### src/rtl/logic_unit_arbiter_pkg.sv
// ============================================================================
// Module   : logic_unit_arbiter_pkg
// Brief    : Shared execute-stage definitions: logic_op encodings, requester
//            indices and the two-requester grant selection helper.
// Revision : 1.0 - initial release
// ============================================================================
`default_nettype none

package logic_unit_arbiter_pkg;

   typedef enum logic [1:0] {
      LOGIC_OP_AND  = 2'b00,
      LOGIC_OP_XOR  = 2'b01,
      LOGIC_OP_OR   = 2'b10,
      LOGIC_OP_ZERO = 2'b11
   } logic_op_e;

   localparam int   c_num_req  = 2;
   localparam logic c_req0_id  = 1'b0;
   localparam logic c_req1_id  = 1'b1;
   localparam logic c_ptr_rst  = c_req0_id;

   // A lone valid requester always wins; the pointer only breaks ties.
   function automatic logic grant_select(input logic valid0,
                                         input logic valid1,
                                         input logic ptr);
      logic idx;
      if (valid0 && valid1) begin
         idx = ptr;
      end else if (valid1) begin
         idx = c_req1_id;
      end else begin
         idx = c_req0_id;
      end
      return idx;
   endfunction

endpackage

`default_nettype wire

### src/rtl/logic_unit_arbiter_logic_unit.sv
// ============================================================================
// Module   : logic_unit_arbiter_logic_unit
// Brief    : Combinational bitwise logic datapath (AND / XOR / OR / zero).
// Revision : 1.0 - initial release
// ============================================================================
`default_nettype none

module logic_unit_arbiter_logic_unit
   import logic_unit_arbiter_pkg::*;
#(
   parameter int WIDTH = 32
) (
   input  logic [WIDTH-1:0] i_a,
   input  logic [WIDTH-1:0] i_b,
   input  logic [1:0]       i_op,
   output logic [WIDTH-1:0] o_result
);

   logic_op_e w_op;

   assign w_op = logic_op_e'(i_op);

   always_comb begin
      o_result = '0;
      case (w_op)
         LOGIC_OP_AND:  o_result = i_a & i_b;
         LOGIC_OP_XOR:  o_result = i_a ^ i_b;
         LOGIC_OP_OR:   o_result = i_a | i_b;
         LOGIC_OP_ZERO: o_result = '0;
         default:       o_result = '0;
      endcase
   end

endmodule

`default_nettype wire

### src/rtl/logic_unit_arbiter.sv
// ============================================================================
// Module   : logic_unit_arbiter
// Brief    : Two-requester round-robin arbiter in front of a single logic
//            unit with a one-entry registered response slot.
// Revision : 1.0 - initial release
// ============================================================================
`default_nettype none

module logic_unit_arbiter
   import logic_unit_arbiter_pkg::*;
#(
   parameter int width = 32
) (
   input  logic             clk_i,
   input  logic             rst_i,

   input  logic             req0_valid_i,
   output logic             req0_ready_o,
   input  logic [width-1:0] req0_A_i,
   input  logic [width-1:0] req0_B_i,
   input  logic [1:0]       req0_op_i,

   input  logic             req1_valid_i,
   output logic             req1_ready_o,
   input  logic [width-1:0] req1_A_i,
   input  logic [width-1:0] req1_B_i,
   input  logic [1:0]       req1_op_i,

   output logic             rsp_valid_o,
   input  logic             rsp_ready_i,
   output logic [width-1:0] rsp_result_o,
   output logic             rsp_id_o
);

   logic             r_rsp_valid;
   logic [width-1:0] r_rsp_result;
   logic             r_rsp_id;
   logic             r_ptr;

   logic             w_slot_free;
   logic             w_any_valid;
   logic             w_grant;
   logic             w_accept;
   logic [width-1:0] w_mux_a;
   logic [width-1:0] w_mux_b;
   logic [1:0]       w_mux_op;
   logic [width-1:0] w_lu_result;

   assign w_slot_free = !r_rsp_valid || rsp_ready_i;
   assign w_any_valid = req0_valid_i || req1_valid_i;
   assign w_grant     = grant_select(req0_valid_i, req1_valid_i, r_ptr);

   // Reset gates acceptance so neither requester sees ready while rst_i is high.
   assign w_accept     = !rst_i && w_slot_free && w_any_valid;
   assign req0_ready_o = w_accept && (w_grant == c_req0_id);
   assign req1_ready_o = w_accept && (w_grant == c_req1_id);

   assign w_mux_a  = (w_grant == c_req1_id) ? req1_A_i  : req0_A_i;
   assign w_mux_b  = (w_grant == c_req1_id) ? req1_B_i  : req0_B_i;
   assign w_mux_op = (w_grant == c_req1_id) ? req1_op_i : req0_op_i;

   logic_unit_arbiter_logic_unit #(
      .WIDTH (width)
   ) u_logic_unit (
      .i_a      (w_mux_a),
      .i_b      (w_mux_b),
      .i_op     (w_mux_op),
      .o_result (w_lu_result)
   );

   // A new acceptance overwrites the slot even while the old result is
   // being consumed, giving back-to-back responses without a bubble.
   always_ff @(posedge clk_i or posedge rst_i) begin
      if (rst_i) begin
         r_rsp_valid  <= 1'b0;
         r_rsp_result <= '0;
         r_rsp_id     <= c_req0_id;
         r_ptr        <= c_ptr_rst;
      end else if (w_accept) begin
         r_rsp_valid  <= 1'b1;
         r_rsp_result <= w_lu_result;
         r_rsp_id     <= w_grant;
         r_ptr        <= ~w_grant;
      end else if (rsp_ready_i) begin
         r_rsp_valid  <= 1'b0;
      end
   end

   assign rsp_valid_o  = r_rsp_valid;
   assign rsp_result_o = r_rsp_result;
   assign rsp_id_o     = r_rsp_id;

endmodule

`default_nettype wire

### config.mk
export PLATFORM = sky130hd
export DESIGN_NAME = logic_unit_arbiter
export DESIGN_NICKNAME = d
export VERILOG_FILES = /design/src/rtl/logic_unit_arbiter_pkg.sv /design/src/rtl/logic_unit_arbiter_logic_unit.sv /design/src/rtl/logic_unit_arbiter.sv
export SDC_FILE = /design/constraint.sdc
export NUM_CORES = 1
export LEC_CHECK = 0
export ABC_AREA = 1
export BUFFER_PORTS_ARGS = -buffer_cell sky130_fd_sc_hd__buf_2
export CAP_MARGIN = 25
export CORE_ASPECT_RATIO = 0.6
export CORE_MARGIN = 2
export CORE_UTILIZATION = 55
export CTS_BUF_LIST = sky130_fd_sc_hd__clkbuf_8
export DETAILED_ROUTE_END_ITERATION = 16
export GPL_TIMING_DRIVEN = 0
export MAX_ROUTING_LAYER = met4
export PLACE_DENSITY = 0.95
export SLEW_MARGIN = 15
export SYNTH_ARGS = -nofsm -noshare
export SYNTH_HDL_FRONTEND = slang
export SYNTH_SLANG_ARGS = --single-unit
### constraint.sdc
create_clock -name clk_i -period 3.9 [get_ports clk_i]
set_input_delay 0.39 -clock clk_i [delete_from_list [all_inputs] [get_ports clk_i]]
set_output_delay 0.39 -clock clk_i [all_outputs]
set_load 0.05 [all_outputs]
==> metrics.cfg <==
[run_status]
status = complete, no violations

[detailed_routing]
ant_nets = 0
drt_pass1_iterations = 6
via_per_inst = 4.95
via_count = 4992
route.detailed.drc = 0
wirelength_mm = 13.9
wl_per_cell_um = 13.8
drtIter0Drc = 322

[logic_synthesis]
synthCells = 717
yosysTopAreaCellShare_pct = 19.7
ys_types = 21
yosys_warnings = 0
yosys-top-cells-area = dfrtp_1 20%, ha_1 18%, inv_1 14%
syn_area_um2 = 4450
avgSynthCellArea_um2 = 6.20
synth_simple_gate_area_share_pct = 35.1
ys_ff_latch = 35
synth_top_cell_by_area = dfrtp_1
synth_compound_area_share_pct = 7.66
synth_top_family_by_area = simple AND/OR/NAND/NOR gates
synthAdderAreaFrac_pct = 18.0
synth_fp_nets = 918
synth-xor-area-share_pct = 0
ys_seq_area_share_pct = 19.7
synth_mux_area_share_pct = 0

[setup_path]
cp.arrival_ns = 2.51
r2r-start = r_ptr$_DFFE_PP0P_
reg2reg_to = rsp_result_o[0]$_DFFE_PP0P_
worst_ep_required_time_ns = 3.51
cp-end-kind = primary output
ff2ff_setup_slack_ns = 1.57
path_class = input port to primary output
r2r_cells = 11
start_kind = input port
critPathMaxFanout = 10

[sta]
fin_tns_setup_ns = 0
slew_headroom_pct = 50.7
skew_ns = 0.00279
tightestPinTransition_ns = 0.739
hold_viol = 0
finalCriticalPeriod_ns = 2.90
fin_crit_sh_pct = 74.4
timing.fmax_ghz = 0.345
maxSlewViolCount = 0
rsz0062_at_grt = false
setup_viol_count_final = 0

[placed_design]
post-dp-hpwl_mm = 10.7
dp.cells = 998
gp_congestion = 0.897
portBuffers = 172

[clock_tree]
cts_sinks = 35
clkSlewWorstSetupHoldPaths_ns = 0.07
clk_latency_ns = 0.29
hold_buffers = 1
cts_resized = 0
h-tree-depth = 2
cts_tree = done
clk_path_buf_depth = 2
clock_tree.root_cell = clkbuf_8
postCtsSetupRepairBufs = 0
numCtsBuffers = 5

[power_and_ir_drop]
max-vdd-ir-drop_mv = 0.174
p_leak_nw = 3.49
pwr_density_cell_nw_per_um2 = 338

[global_route]
grt_overflow_total = 0
grt_pass1_vias = 4465
grt_usage_pct = 32.6
grt_pass1_wl_mm = 21.4
grt_max_degree = 32
antenna_found_initial = 1

[min_path]
holdPathStages = 2
hp-start = rsp_ready_i
whs_endpoint = rsp_valid_o$_DFFE_PP0P_
worstHoldPathType = input port to register

[floorplan]
fp.dieW_um = 120
fp.dieArea_um2 = 8840
rows = 25
coreArea_um2 = 7850
die_height_um = 73.6
io_pins = 173
start_util_pct = 56.6

[final_layout]
regArea_um2 = 876
final_common_cell = buf_2
syn_to_final_growth_pct = 25.4
layout-drive-gt1-share_pct = 27.8
multi_input_area_um2 = 2700
final_net_count = 1099
finish.cell_count_without_fillers = 1008
fillers = 720
final_cell_mix = 193 x buf_2, 169 x inv_1, 127 x nand2_1

[job]
maxCapViolCount = 0

==> report_power, final <==
group,internal [mW],total (mW),switching [mW]
Sequential,0.442,0.484,0.0416
Combinational,0.347,1.10,0.754
Clock,0.159,0.302,0.143
==> worst max-delay path: stages <==
cell           delay [ns]
dlygate4sd3_1        0.53
buf_2                0.12
inv_2                0.13
o21ai_1              0.12
nor2_2               0.27
buf_2                0.33
inv_2                0.17
nor2_1               0.16
buf_2                0.28
==> kinds of logic after synthesis <==
logic type / count (synthesis)
adders and majority gates: 64
buffers and inverters: 210
DFF: 35
AOI/OAI and AO/OA: 68
and+or+nand+nor: 340
==> final cells by class <==
cell class | count | share of cell area (%)
Timing Repair Buffer | 174 | 16.0
Sequential cell | 35 | 15.7
Inverter | 173 | 11.6
Buffer | 37 | 3.91
Clock buffer | 7 | 1.73
Clock inverter | 1 | 0.0673
Antenna cell | 1 | 0.0449
Tap cell | 108 | 2.42
Multi-Input combinational cell | 472 | 48.5
==> synthesized netlist by cell type, drive strengths merged <==
master,n
ha,64
dfrtp,35
clkbuf,8
nor2,59
buf,29
nand2,132
nand3,89
a21oi,1
o21ai,67
nand3b,1
or2,59
inv,173
==> worst max-delay path by stage <==
stage            startpoint                           to  slack, ns  cells past startpoint
2_1_floorplan         rst_i                 req1_ready_o       1.02                      6
3_3_place_gp          rst_i                 req1_ready_o       0.47                      8
3_5_place_dp   req0_valid_i  rsp_result_o[0]$_DFFE_PP0P_       1.54                     11
4_1_cts               rst_i                 req1_ready_o       1.03                      9
5_1_grt               rst_i                 req1_ready_o       0.85                      9
6_report              rst_i                 req1_ready_o        1.0                      9
==> flip-flops by register name (all words and copies together) (netlist names) <==
| signal | count |
|---|---|
| rsp_result_o | 32 |
| rsp_id_o | 1 |
| r_ptr | 1 |
| rsp_valid_o | 1 |
==> per-layer routing <==
| metal | GRT usage, % | wire [µm] | part of all wire, % | vias to the layer above |
|---|---|---|---|---|
| li1 | - | - | - | 2505 |
| met5 | - | 0 | 0 | - |
| met2 | 51.5 | 6000 | 43 | 263 |
| met3 | 7.76 | 1450 | 10 | 31 |
| met1 | 41.9 | 6130 | 44 | 2193 |
| met4 | 9.80 | 348 | 2.5 | 0 |
==> per-stage QoR <==
stage / utilization, % / hold WS (ns) / setup WS, ns / instance area, µm² / total power, mW
after floorplan: - / 0.486 / 1.02 / 4450 / 1.26
after global placement: 69.3 / 0.462 / 0.470 / 5440 / 1.55
after detailed placement: 69.6 / 0.282 / 1.54 / 5460 / 1.58
after CTS: 71.0 / 0.295 / 1.03 / 5570 / 1.88
after global routing: 71.0 / 0.319 / 0.851 / 5570 / 2.02
final: 71.0 / 0.293 / 1.00 / 5570 / 1.89
(Power assumes the default switching activity.)
